### src/rtl/prog_clkdiv_if.sv
// Bus bundle for prog_clkdiv: run requests, divisor config strobe and the
// per-channel divided-clock status outputs.
//   master : drives en/cfg_*, observes clk_out/tick/active/pending
//   slave  : the divider itself
interface prog_clkdiv_if #(
  parameter int unsigned NUM_CH = 4,
  parameter int unsigned DIV_W  = 8
);
  localparam int unsigned CH_W = (NUM_CH > 1) ? $clog2(NUM_CH) : 1;

  logic [NUM_CH-1:0] en;
  logic              cfg_wr;
  logic [CH_W-1:0]   cfg_ch;
  logic [DIV_W-1:0]  cfg_div;
  logic [NUM_CH-1:0] clk_out;
  logic [NUM_CH-1:0] tick;
  logic [NUM_CH-1:0] active;
  logic [NUM_CH-1:0] pending;

  modport master (
    output en, cfg_wr, cfg_ch, cfg_div,
    input  clk_out, tick, active, pending
  );

  modport slave (
    input  en, cfg_wr, cfg_ch, cfg_div,
    output clk_out, tick, active, pending
  );
endinterface

### src/rtl/prog_clkdiv.sv
// Multi-channel programmable clock divider in the 2 MHz domain.
// Each channel divides by div_act (2..2^DIV_W-1), high for ceil(D/2) cycles,
// and pulses tick on the first cycle of every period. Divisor updates and
// enable changes are applied only at the wrap edge, so no runt pulses occur.
// Ports:
//   clk2MHz : clock, rising edge
//   reset   : asynchronous, active-high
//   bus     : prog_clkdiv_if.slave (en, cfg_wr/cfg_ch/cfg_div in;
//             clk_out, tick, active, pending out, all registered)
module prog_clkdiv #(
  parameter int unsigned NUM_CH  = 4,
  parameter int unsigned DIV_W   = 8,
  parameter int unsigned DEF_DIV = 2
) (
  input logic          clk2MHz,
  input logic          reset,
  prog_clkdiv_if.slave bus
);

  localparam logic [DIV_W-1:0] DEF_D = DIV_W'(DEF_DIV);
  localparam logic [DIV_W-1:0] MIN_D = DIV_W'(2);

  // Divisors 0 and 1 are not meaningful; force them to the minimum of 2.
  logic [DIV_W-1:0] cfg_div_c;
  assign cfg_div_c = (bus.cfg_div < MIN_D) ? MIN_D : bus.cfg_div;

  for (genvar i = 0; i < NUM_CH; i++) begin : g_ch
    logic [DIV_W-1:0] cnt_q, cnt_d;
    logic [DIV_W-1:0] dact_q, dact_d;
    logic [DIV_W-1:0] dpend_q, dpend_d;
    logic             clk_q, clk_d;
    logic             tick_q, tick_d;
    logic             act_q, act_d;
    logic             pend_q, pend_d;
    logic             hit_c, wrap_c;
    logic [DIV_W-1:0] hi_c, cnt_inc_c;

    // Out-of-range cfg_ch matches no channel, so such writes vanish.
    assign hit_c     = bus.cfg_wr && (32'(bus.cfg_ch) == 32'(i));
    assign wrap_c    = (cnt_q == dact_q - DIV_W'(1));
    assign hi_c      = dact_q - (dact_q >> 1);
    assign cnt_inc_c = cnt_q + DIV_W'(1);

    // Next-state: period boundary applies pending divisor and samples en.
    always_comb begin
      cnt_d   = cnt_q;
      dact_d  = dact_q;
      dpend_d = dpend_q;
      clk_d   = clk_q;
      tick_d  = 1'b0;
      act_d   = act_q;
      pend_d  = pend_q;
      if (wrap_c) begin
        dact_d = dpend_q;
        pend_d = 1'b0;
        if (bus.en[i]) begin
          cnt_d  = '0;
          clk_d  = 1'b1;
          tick_d = 1'b1;
          act_d  = 1'b1;
        end else begin
          // Idle parks the counter at the wrap point of the new divisor.
          cnt_d = dpend_q - DIV_W'(1);
          clk_d = 1'b0;
          act_d = 1'b0;
        end
      end else begin
        cnt_d = cnt_inc_c;
        clk_d = (cnt_inc_c < hi_c);
      end
      // A write on the wrap edge lands in dpend after the old value was taken.
      if (hit_c) begin
        dpend_d = cfg_div_c;
        pend_d  = 1'b1;
      end
    end

    // State register.
    always_ff @(posedge clk2MHz or posedge reset) begin
      if (reset) begin
        cnt_q   <= DEF_D - DIV_W'(1);
        dact_q  <= DEF_D;
        dpend_q <= DEF_D;
        clk_q   <= 1'b0;
        tick_q  <= 1'b0;
        act_q   <= 1'b0;
        pend_q  <= 1'b0;
      end else begin
        cnt_q   <= cnt_d;
        dact_q  <= dact_d;
        dpend_q <= dpend_d;
        clk_q   <= clk_d;
        tick_q  <= tick_d;
        act_q   <= act_d;
        pend_q  <= pend_d;
      end
    end

    assign bus.clk_out[i] = clk_q;
    assign bus.tick[i]    = tick_q;
    assign bus.active[i]  = act_q;
    assign bus.pending[i] = pend_q;
  end

endmodule

### src/flat_wrapper.sv
// flat-port wrapper written by rule: the top's interface ports become plain ports
module prog_clkdiv_flat 
#(
  parameter int unsigned NUM_CH  = 4,
  parameter int unsigned DIV_W   = 8,
  parameter int unsigned DEF_DIV = 2
)
  (clk2MHz, reset, bus_en, bus_cfg_wr, bus_cfg_ch, bus_cfg_div, bus_clk_out, bus_tick, bus_active, bus_pending);
  prog_clkdiv_if #(.NUM_CH(NUM_CH), .DIV_W(DIV_W)) bus_i ();
  input logic clk2MHz;
  input logic reset;
  input wire logic [$bits(bus_i.en)-1:0] bus_en;
  input wire logic [$bits(bus_i.cfg_wr)-1:0] bus_cfg_wr;
  input wire logic [$bits(bus_i.cfg_ch)-1:0] bus_cfg_ch;
  input wire logic [$bits(bus_i.cfg_div)-1:0] bus_cfg_div;
  output wire logic [$bits(bus_i.clk_out)-1:0] bus_clk_out;
  output wire logic [$bits(bus_i.tick)-1:0] bus_tick;
  output wire logic [$bits(bus_i.active)-1:0] bus_active;
  output wire logic [$bits(bus_i.pending)-1:0] bus_pending;
  assign bus_i.en = bus_en;
  assign bus_i.cfg_wr = bus_cfg_wr;
  assign bus_i.cfg_ch = bus_cfg_ch;
  assign bus_i.cfg_div = bus_cfg_div;
  assign bus_clk_out = bus_i.clk_out;
  assign bus_tick = bus_i.tick;
  assign bus_active = bus_i.active;
  assign bus_pending = bus_i.pending;
  prog_clkdiv #(.NUM_CH(NUM_CH), .DIV_W(DIV_W), .DEF_DIV(DEF_DIV)) u_core (.clk2MHz(clk2MHz), .reset(reset), .bus(bus_i));
endmodule
### config.mk
export PLATFORM = sky130hd
export DESIGN_NAME = prog_clkdiv_flat
export DESIGN_NICKNAME = d
export VERILOG_FILES = /design/src/rtl/prog_clkdiv_if.sv /design/src/rtl/prog_clkdiv.sv /design/src/flat_wrapper.sv
export SDC_FILE = /design/constraint.sdc
export NUM_CORES = 1
export LEC_CHECK = 0
export BUFFER_PORTS_ARGS = -buffer_cell sky130_fd_sc_hd__clkbuf_2
export CAP_MARGIN = 20
export CORE_AREA = 8 8 118 120
export CTS_CLUSTER_SIZE = 24
export DETAILED_ROUTE_END_ITERATION = 12
export DIE_AREA = 0 0 126 128
export PLACE_DENSITY = 0.81
export SLEW_MARGIN = 20
export SYNTH_ARGS = -nofsm -noshare
export SYNTH_HDL_FRONTEND = slang
export SYNTH_SLANG_ARGS = --single-unit
### constraint.sdc
create_clock -name clk2MHz -period 7.45 [get_ports clk2MHz]
set_clock_uncertainty 0.15 [all_clocks]
set_input_delay 1.1175 -clock clk2MHz [delete_from_list [all_inputs] [get_ports clk2MHz]]
set_output_delay 1.1175 -clock clk2MHz [all_outputs]
set_load 0.01 [all_outputs]
; ---- Word level (Yosys, flattened, before mapping)
; Cells that the tools add are included.
[op_classes]
addsub = 16
n_mul = 0
n_div = 0
magnitude_cmp = 5
n_eq_ne = 7
shifts = 0
muxes = 29
n_bitwise = 0
n_reduce_logical = 9
[op_table]
columns = op, count
row1 = $mux 8, 9
row2 = $sub 8x1->8 const B, 8
row3 = $add 8x1->8 const B, 4
row4 = $eq 8x8->1, 4
row5 = $lt 8x8->1, 4
row6 = $sub 8x7->8, 4
row7 = $mux 1, 20
row8 = $lt 8x2->1 const B, 1
row9 = $reduce_bool 2->1, 4
row10 = $eq 2x2->1 const B, 2
row11 = $logic_and 1x1->1, 4
row12 = $eq 2x1->1 const B, 1
row13 = $logic_not 2->1, 1
[word_totals]
regBits = 112
latch_bits = 0
ram_bits = 0
romBits = 0
input_bits = 17
out_inout_bits = 16
elab_cells = 94
mem_count = 0

; ---- Depth between registers and ports, before layout
; Gate-level depths: netlist of run 1.
[logic_depth]
word_depth = 4
ltp_mapped = 15
depth_no_buf = 15

; ---- Worst setup path after synthesis of run 1
; No wires, ideal clock.
[synth_path]
kind = register -> register
startpoint = register u_core.g_ch[2].dact_q[1]
endpoint = register u_core.g_ch[2].clk_q
setup_time_ps = 127
t_arrival_ps = 2575
required_ps = 7173
path_slack_ps = 4597
stages_incl_launch_ff = 13
n_path_buf = 0
period_less_slack_ps = 2853
path_cell_list = dfstp_2 > inv_1 > ha_1 > o21ba_2 > o21ai_0 > a221oi_1 > xnor2_1 > ha_1 > o2111ai_1 > o21ai_0 > a21o_1 > a211oi_1 > or2_2
[synth_between]
elab_chain_cells = 3
word_cells_on_any_way = 5
classes_between = 2 x add/sub / 1 x order compare / 1 x eq/ne / 1 x mux
[synth_lines]
columns = element, line
row1 = start: declaration, prog_clkdiv.sv:29  ; logic [DIV_W-1:0] dact_q, dact_d;
row2 = start signal: assignment, prog_clkdiv.sv:90  ; dact_q <= dact_d;
row3 = $sub 8x7->8 or $sub 8x1->8 (tied branches), "prog_clkdiv.sv:41, prog_clkdiv.sv:40"
row4 = $lt 8x8->1 or $eq 8x8->1 (tied branches), "prog_clkdiv.sv:69, prog_clkdiv.sv:40"
row5 = $mux 1 (*), prog_clkdiv.sv:53  ; if (wrap_c) begin
row6 = via u_core.g_ch[2].clk_d, prog_clkdiv.sv:31  ; logic clk_q, clk_d;
row7 = end signal: assignment, prog_clkdiv.sv:92  ; clk_q <= clk_d;
row8 = end: declaration, prog_clkdiv.sv:31
; The timed path passes the listed nets; every way through them passes the cells marked *.
; A chain may end at the register's enable or synchronous reset.

; ---- Worst setup path after layout of run 1
; Ends and elaborated chain as after synthesis.

==> results.toml, run 1 <==
[timing]
maxSlewHeadroom_pct = 36.0
finalSetupViolCount = 0
fin_crit_ns = 3.14
period_share_pct = 42.2
final_hold_viol_count = 0
fin_setup_tns_ns = 0
fmax_mhz = 318
grt_setup_unrepaired = "false"
worst-slew-pin-transition_ns = 0.960
report.final.slew_viol_count = 0

[logic_synthesis]
netlist_instances = 795
syn_area_um2 = 7980
synth_async_sr_flop_share_pct = 100
ys_seq_area_share_pct = 35.3
syn_area_per_cell_um2 = 10.0
synth-edff-count = 0
synthesis.yosys.warnings = 0
synth_ff_type = "sky130_fd_sc_hd__dfrtp_1"
synth.distinct_cells = 47
total_nets_after_synthesis = 912
ys_ff_latch = 112

[die]
full_die_area_um2 = 16100
die_extent_in_x_um = 126
placeableCoreArea_um2 = 12200
floorplan.rows = 41
initial_utilization_pct = 65.4
boundaryPins = 33
chip_height_um = 128

[clock_network]
clk_latency_ns = 0.35
cts_tree = "yes"
clkTransAtPathRegs_ns = 0.07
holdBufCountCts = 0
cts_sinks = 112
cts_htree_levels = 3
cts_bufs_inserted = 9
postCtsResizedCells = 0
cts_post_setup_buffers_inserted = 0
clk_root_buf = "sky130_fd_sc_hd__clkbuf_16"
ctsLongestPathBuffers = 2

[route]
detail_route.first_pass.iterations = 4
via_per_inst = 5.74
dr.max_layer_used = "met4"
vias = 5542
m1_wire_length_um = 7180
number_of_remaining_drc_errors = 0
routed-wl-met2_um = 8070
detail-route-antenna-nets = 0
drt-initial-drc-count = 339
avgRoutedWirePerCell_um = 16.6
routed-wl-met3_um = 459
routed_wl_um = 16000

[layout]
fraction_of_final_layout_cells_sized_beyond_drive_strength_1_pct = 17.1
finalNetCount = 927
areaGrowthSynthToFinish_pct = 5.88
n_antenna_cell = 0
final_cell_area_um2 = 8450

[worst_setup_path]
worst_path_largest_cell_delay_ns = 0.57
crit_path_top_delay_cell = "sky130_fd_sc_hd__dfstp_2"
path_cells = "inv_1 -> ha_1 -> o21ba_2 -> o21ai_0 -> a221oi_1 -> xnor2_1 -> ha_1 -> o2111ai_1 -> o21ai_0 -> a21o_1 -> a211oi_1 -> or2_2"
critPathMaxFanout = 4
timing.critical_path.required_ns = 7.53
critical_path.startpoint_type = "register"
worst-endpoint-arrival_ns = 3.22
crit_type = "register to register"
end_kind = "register"

[power_and_ir_drop]
power_switching_share_pct = 38.2
cellPowerDensity_nw_per_um2 = 290
irDropWorstVdd_v = 0.000146
share_seq_of_total_power_pct = 35.3
clockPowerShare_pct = 18.1
leakagePower_nw = 3.78
netSwitchingPower_uw = 936
intPower_mw = 1.51
power.share.combinational_pct = 46.5

[global_route]
grt_max_degree = 78
globalRouteOverflowTotal = 0
number_of_global_route_vias_before_repair = 5923
grt_first_pass_wirelength_um = 27700
grt_usage_pct = 20.7
number_of_antenna_violations_at_the_first_check_in_global_routing = 0

[placed_design]
place_hpwl_um = 12200
port_buffers = 32
post_detailed_placement_cell_area_um2 = 8170
gp_congestion = 0.887

[hold_path]
hold_path.class = "register to register"

[outcome]
status = "completed"

[job]
drv_cap = 0
cell usage after synthesis (7+ instances only):
cell	count	share of area [%]
sky130_fd_sc_hd__nand3_1	19	1.2
sky130_fd_sc_hd__dfstp_2	12	3.9
sky130_fd_sc_hd__o21ai_0	43	2.7
sky130_fd_sc_hd__nor4_1	8	0.63
sky130_fd_sc_hd__nor2_1	44	2.1
sky130_fd_sc_hd__nor3_1	9	0.56
sky130_fd_sc_hd__mux2_2	57	8.0
sky130_fd_sc_hd__a21oi_1	21	1.3
sky130_fd_sc_hd__clkbuf_1	7	0.33
sky130_fd_sc_hd__and3_1	7	0.55
sky130_fd_sc_hd__inv_1	64	3.0
sky130_fd_sc_hd__buf_4	17	1.6
sky130_fd_sc_hd__a21o_1	11	1.0
sky130_fd_sc_hd__ha_1	96	15
sky130_fd_sc_hd__dfrtp_1	100	31
sky130_fd_sc_hd__buf_2	7	0.44
sky130_fd_sc_hd__mux2i_1	7	0.88
sky130_fd_sc_hd__nand2_1	62	2.9
sky130_fd_sc_hd__xnor2_1	73	8.0
sky130_fd_sc_hd__xor2_1	51	5.6
metrics by stage:
step / setup WS [ns] / hold WS [ns] / cells / power, mW / utilization, %
after floorplan: 3.24 / 0.301 / 795 / 1.76 / -
after global placement: 4.41 / 0.310 / 947 / 1.93 / 66.9
after detailed placement: 4.31 / 0.323 / 947 / 2.01 / 66.9
after CTS: 4.27 / 0.332 / 963 / 2.46 / 69.1
after global routing: 4.07 / 0.376 / 965 / 2.64 / 69.2
final: 4.31 / 0.333 / 965 / 2.45 / 69.2
registers in the layout (all words and copies together), names as in the netlist:
| name | count |
|---|---|
| u_core.g_ch.tick_q | 4 |
| u_core.g_ch.cnt_q | 32 |
| u_core.g_ch.act_q | 4 |
| u_core.g_ch.dpend_q | 32 |
| u_core.g_ch.dact_q | 32 |
| u_core.g_ch.pend_q | 4 |
| u_core.g_ch.clk_q | 4 |
power by group through the flow:
stage | Combinational [mW] | Clock, mW | Sequential (mW)
3_5_place_dp | 1.13 | 0 | 0.874
3_3_place_gp | 1.06 | 0 | 0.866
5_1_grt | 1.28 | 0.475 | 0.885
6_report | 1.14 | 0.444 | 0.866
4_1_cts | 1.14 | 0.456 | 0.864
2_1_floorplan | 0.921 | 0 | 0.838
final cells by class:
| class | instances | area, µm² |
|---|---|---|
| clock buffer | 11 | 233 |
| tap | 150 | 188 |
| fill | 923 | 3760 |
| clock inverter | 5 | 32.5 |
| sequential | 112 | 2820 |
| multi-input combinational | 584 | 4720 |
| timing repair buffer | 39 | 220 |
| inverter | 64 | 243 |
cells in the final DEF (no fill, tap or decap), drive strengths merged, types with 43 or more instances in the layout:
cell type  count
ha            96
dfrtp        100
mux2          57
xnor2         73
clkbuf        43
nand2         62
o21ai         43
inv           66
xor2          51
nor2          44
final timing paths:
kind	to	depth (start not counted)	slack [ns]	from
worst max-delay path	u_core.g_ch[2].clk_q	12	4.31	u_core.g_ch[2].dact_q[1]
worst min-delay path	u_core.g_ch[0].pend_q	1	0.33	u_core.g_ch[0].pend_q
worst max register to register	u_core.g_ch[2].clk_q	12	4.31	u_core.g_ch[2].dact_q[1]
worst min register to register	u_core.g_ch[0].pend_q	1	0.33	u_core.g_ch[0].pend_q
max in group asynchronous	u_core.g_ch[3].cnt_q[5]	3	5.19	reset
min in group asynchronous	u_core.g_ch[2].dpend_q[2]	2	0.62	reset
per-layer routing:
layer | vias up | GRT usage (%)
li1 | 2710 | -
met1 | 2714 | 25.7
met2 | 95 | 36.1
met3 | 23 | 3.49
met4 | 0 | 6.65
met5 | - | 0
cells by family after synthesis:
| logic type | synth area share [%] |
|---|---|
| and+or+nand+nor | 10.5 |
| xor gates and xnor gates | 13.6 |
| AOI/OAI and AO/OA | 9.98 |
| DFF | 35.3 |
| adders and majority gates | 16.0 |
| buffers and inverters | 5.67 |
| muxes | 8.92 |
critical path, delay by kind of cell, from the launching register on:
family / cells / cell delay [ns]
AOI/OAI and AO/OA: 7 / 1.14
xor gates and xnor gates: 1 / 0.16
adders and majority gates: 2 / 0.60
buffers and inverters: 1 / 0.08
DFF: 1 / 0.57
and+or+nand+nor: 1 / 0.31
(Power assumes the default switching activity.)
==> run 2: changes to the inputs <==
--- a/config.mk
+++ b/config.mk
@@ -5,13 +5,14 @@
 export SDC_FILE = /design/constraint.sdc
 export NUM_CORES = 1
 export LEC_CHECK = 0
+export ABC_AREA = 1
 export BUFFER_PORTS_ARGS = -buffer_cell sky130_fd_sc_hd__clkbuf_2
 export CAP_MARGIN = 20
-export CORE_AREA = 8 8 118 120
+export CORE_AREA = 8 8 129 131
 export CTS_CLUSTER_SIZE = 24
 export DETAILED_ROUTE_END_ITERATION = 12
-export DIE_AREA = 0 0 126 128
-export PLACE_DENSITY = 0.81
+export DIE_AREA = 0 0 137 139
+export PLACE_DENSITY = 0.77
 export SLEW_MARGIN = 20
 export SYNTH_ARGS = -nofsm -noshare
 export SYNTH_HDL_FRONTEND = slang
==> constraint.sdc (replaced) <==
create_clock -name clk2MHz -period 3.17 [get_ports clk2MHz]
set_clock_uncertainty 0.15 [all_clocks]
set_input_delay 0.4755 -clock clk2MHz [delete_from_list [all_inputs] [get_ports clk2MHz]]
set_output_delay 0.4755 -clock clk2MHz [all_outputs]
set_load 0.01 [all_outputs]
==> run 2 against run 1 <==
  * Die area grew 18%
  * Critical path depth increased by 3
  * Area after synthesis is 15% higher
  * Sequential power increased to 2.7 times the previous value
  * Clock power grew to 3.1 times the previous value
  * Via count up 40%
  * Largest power group unchanged
==> results.toml, run 2 <==
[outcome]
status = "completed"

[worst_setup_path]
crit_type = "register to register"
crit_top_cell = "sky130_fd_sc_hd__nand2_1"
worst_r2r_path_depth = 15
crit_path_top_delay_cell = "sky130_fd_sc_hd__dfstp_2"
timing.critical_path.required_ns = 3.27
worst-endpoint-arrival_ns = 2.87
ff2ff_setup_slack_ns = 0.40
r2r-start = "u_core.g_ch[1].dact_q[1]"
family_of_cells_with_the_greatest_summed_delay_on_the_critical_path = "adder cells"
worst_reg2reg_path_endpoint = "u_core.g_ch[1].clk_q"
path_cells = "ha_1 -> inv_1 -> fa_1 -> nand3_1 -> nand2_1 -> nand2_1 -> nand2_1 -> a21oi_1 -> xor2_1 -> ha_1 -> inv_1 -> o31ai_1 -> a21oi_1 -> nand2_1 -> nand2_1"
critPathMaxFanout = 5
critical_path.startpoint_type = "register"
worst_path_largest_cell_delay_ns = 0.59
critical_path.n_buffers_inverters = 2
end_kind = "register"

[route]
routed-wl-met2_um = 9150
detail-route-antenna-nets = 0
detail_route.first_pass.iterations = 5
drt-initial-drc-count = 444
number_of_remaining_drc_errors = 0
routed-wl-met3_um = 736
via_per_inst = 5.26
vias = 7768
routed_wl_um = 19600
avgRoutedWirePerCell_um = 13.3
dr.max_layer_used = "met4"
m1_wire_length_um = 9330

[timing]
grt_setup_unrepaired = "false"
fin_crit_ns = 2.77
finalWorstSetupSlack_ns = 0.397
fmax_mhz = 361
report.final.slew_viol_count = 0
maxSlewHeadroom_pct = 51.3
final_hold_viol_count = 0
finalSetupViolCount = 0
period_share_pct = 87.5
fin_setup_tns_ns = 0
worst-slew-pin-transition_ns = 0.725

[logic_synthesis]
ys_seq_area_share_pct = 30.8
ys_ff_latch = 112
synth_ff_type = "sky130_fd_sc_hd__dfrtp_1"
total_nets_after_synthesis = 1391
synth.distinct_cells = 41
yosysMostFrequentCell = "sky130_fd_sc_hd__nand2_1"
synth_top_area_share_pct = 27.3
synth_area_leaders = "sky130_fd_sc_hd__dfrtp_1 (27%), sky130_fd_sc_hd__nand2_1 (16%), sky130_fd_sc_hd__ha_1 (13%), sky130_fd_sc_hd__inv_1 (7.6%), sky130_fd_sc_hd__nand3_1 (5.2%)"
synth_top_family_by_area = "simple AND/OR/NAND/NOR gates"
synth_async_sr_flop_share_pct = 100
syn_area_per_cell_um2 = 7.18
synth_area_leader_cell = "sky130_fd_sc_hd__dfrtp_1"
yosys.area_share.simple_pct = 31.7
post_synth_fa_ha_maj_area_fraction_pct = 14.0
synthesis.yosys.warnings = 0
syn_area_um2 = 9150
synth-compound-area-share_pct = 6.37
synth.area.mux_share_pct = 0
synthXorXnorAreaFrac_pct = 6.21
synth-edff-count = 0
synth.cells.most_frequent = "sky130_fd_sc_hd__nand2_1 (394), sky130_fd_sc_hd__inv_1 (185), sky130_fd_sc_hd__dfrtp_1 (100), sky130_fd_sc_hd__ha_1 (96), sky130_fd_sc_hd__nand3_1 (95)"
netlist_instances = 1274

[placed_design]
post_detailed_placement_cell_area_um2 = 9340
port_buffers = 32
place_ws_ns = 0.424
place_hpwl_um = 15200
gp_congestion = 0.873

[job]
drv_cap = 0

[clock_network]
cts_htree_levels = 3
cts_bufs_inserted = 9
ctsLongestPathBuffers = 2
clk_latency_ns = 0.36
cts_post_setup_buffers_inserted = 0
clk_root_buf = "sky130_fd_sc_hd__clkbuf_16"
cts_sinks = 112
clkTransAtPathRegs_ns = 0.08
cts_tree = "yes"
postCtsResizedCells = 0
holdBufCountCts = 0

[power_and_ir_drop]
irDropWorstVdd_v = 0.000503
power_mw = 9.11
leakagePower_nw = 5.36
cellPowerDensity_nw_per_um2 = 940

[die]
chip_height_um = 139
full_die_area_um2 = 19000
initial_utilization_pct = 62.0
placeableCoreArea_um2 = 14800
floorplan.rows = 45
boundaryPins = 33
die_extent_in_x_um = 137

[layout]
number_of_filler_instances_in_the_final_layout = 1322
finalNetCount = 1401
fraction_of_final_layout_cells_sized_beyond_drive_strength_1_pct = 8.77
n_antenna_cell = 0
reg.largest.list = "u_core.g_ch.cnt_q (32), u_core.g_ch.dact_q (32), u_core.g_ch.dpend_q (32)"
final_core_util_pct = 65.7
commonest_non_fill_non_tap_cell_in_the_layout = "sky130_fd_sc_hd__nand2_1"
most_frequent_cells_in_the_layout = "sky130_fd_sc_hd__nand2_1 (394), sky130_fd_sc_hd__inv_1 (184), sky130_fd_sc_hd__dfrtp_1 (100)"
areaGrowthSynthToFinish_pct = 5.99
final_cell_area_um2 = 9700

[hold_path]
hold_path.class = "input pin to async pin"

[global_route]
number_of_global_route_vias_before_repair = 7353
grt_usage_pct = 21.6
grt_max_degree = 113
grt_first_pass_wirelength_um = 34000
globalRouteOverflowTotal = 0
number_of_antenna_violations_at_the_first_check_in_global_routing = 0
run 2: changes by cell type in the layout (fill, tap and decap cells not counted), sizes merged, moves of 18 or more:
cell | before | now
nand2 | 62 | 404
mux2 | 57 | 0
xnor2 | 73 | 14
nand4 | 3 | 44
nor2 | 44 | 85
inv | 66 | 197
nand3 | 19 | 101
o21ai | 43 | 61
run 2: cell families after synthesis:
family          count (synthesis)
simple gates                  655
buf+inv                       236
flops                         112
compound gates                107
fa+ha+maj                     100
xor+xnor                       64
run 2: how the worst max path moves through the flow:
stage	from	end	slack, ns	depth (start not counted)
after floorplan	u_core.g_ch[1].dact_q[1]	u_core.g_ch[1].clk_q	0.61	15
after global placement	u_core.g_ch[1].dact_q[1]	u_core.g_ch[1].clk_q	0.52	15
after detailed placement	u_core.g_ch[1].dact_q[1]	u_core.g_ch[1].clk_q	0.42	15
after CTS	u_core.g_ch[1].dact_q[1]	u_core.g_ch[1].clk_q	0.41	15
after global routing	u_core.g_ch[1].dact_q[1]	u_core.g_ch[1].clk_q	0.17	15
final	u_core.g_ch[1].dact_q[1]	u_core.g_ch[1].clk_q	0.40	15
run 2: final cells by class:
class	count	area, µm²	share of cell area, %
Inverter	198	747	7.70
Clock inverter	6	115	1.19
Tap cell	188	235	2.43
Multi-Input combinational cell	926	5330	55.0
Sequential cell	112	2820	29.1
Clock buffer	10	239	2.46
Timing Repair Buffer	37	210	2.17
run 2: through the flow:
step	instances	hold slack, ns
CTS	1477	0.166
global route	1477	0.180
floorplan	1274	0.293
detailed placement	1461	0.312
finish	1477	0.118
global placement	1461	0.304
run 2: power by group:
group / leakage [nW] / switching [mW] / internal (mW)
Sequential: 1.33 / 0.474 / 1.88
Combinational: 3.86 / 3.36 / 2.05
Clock: 0.175 / 0.559 / 0.801
run 2: worst reg2reg max path, cell delays in order, from the launching register on:
cell and delay [ns]:
sky130_fd_sc_hd__dfstp_2 0.59, sky130_fd_sc_hd__ha_1 0.16, sky130_fd_sc_hd__inv_1 0.06, sky130_fd_sc_hd__fa_1 0.40
sky130_fd_sc_hd__nand3_1 0.12, sky130_fd_sc_hd__nand2_1 0.06, sky130_fd_sc_hd__nand2_1 0.07, sky130_fd_sc_hd__nand2_1 0.05
sky130_fd_sc_hd__a21oi_1 0.15, sky130_fd_sc_hd__xor2_1 0.09, sky130_fd_sc_hd__ha_1 0.27, sky130_fd_sc_hd__inv_1 0.05
sky130_fd_sc_hd__o31ai_1 0.24, sky130_fd_sc_hd__a21oi_1 0.07, sky130_fd_sc_hd__nand2_1 0.07, sky130_fd_sc_hd__nand2_1 0.06
run 2: routing by layer:
metal	track usage (%)	vias to the layer above
met2	35.1	169
met5	0	-
met3	2.72	27
met1	29.3	3539
li1	-	4033
met4	6.58	0
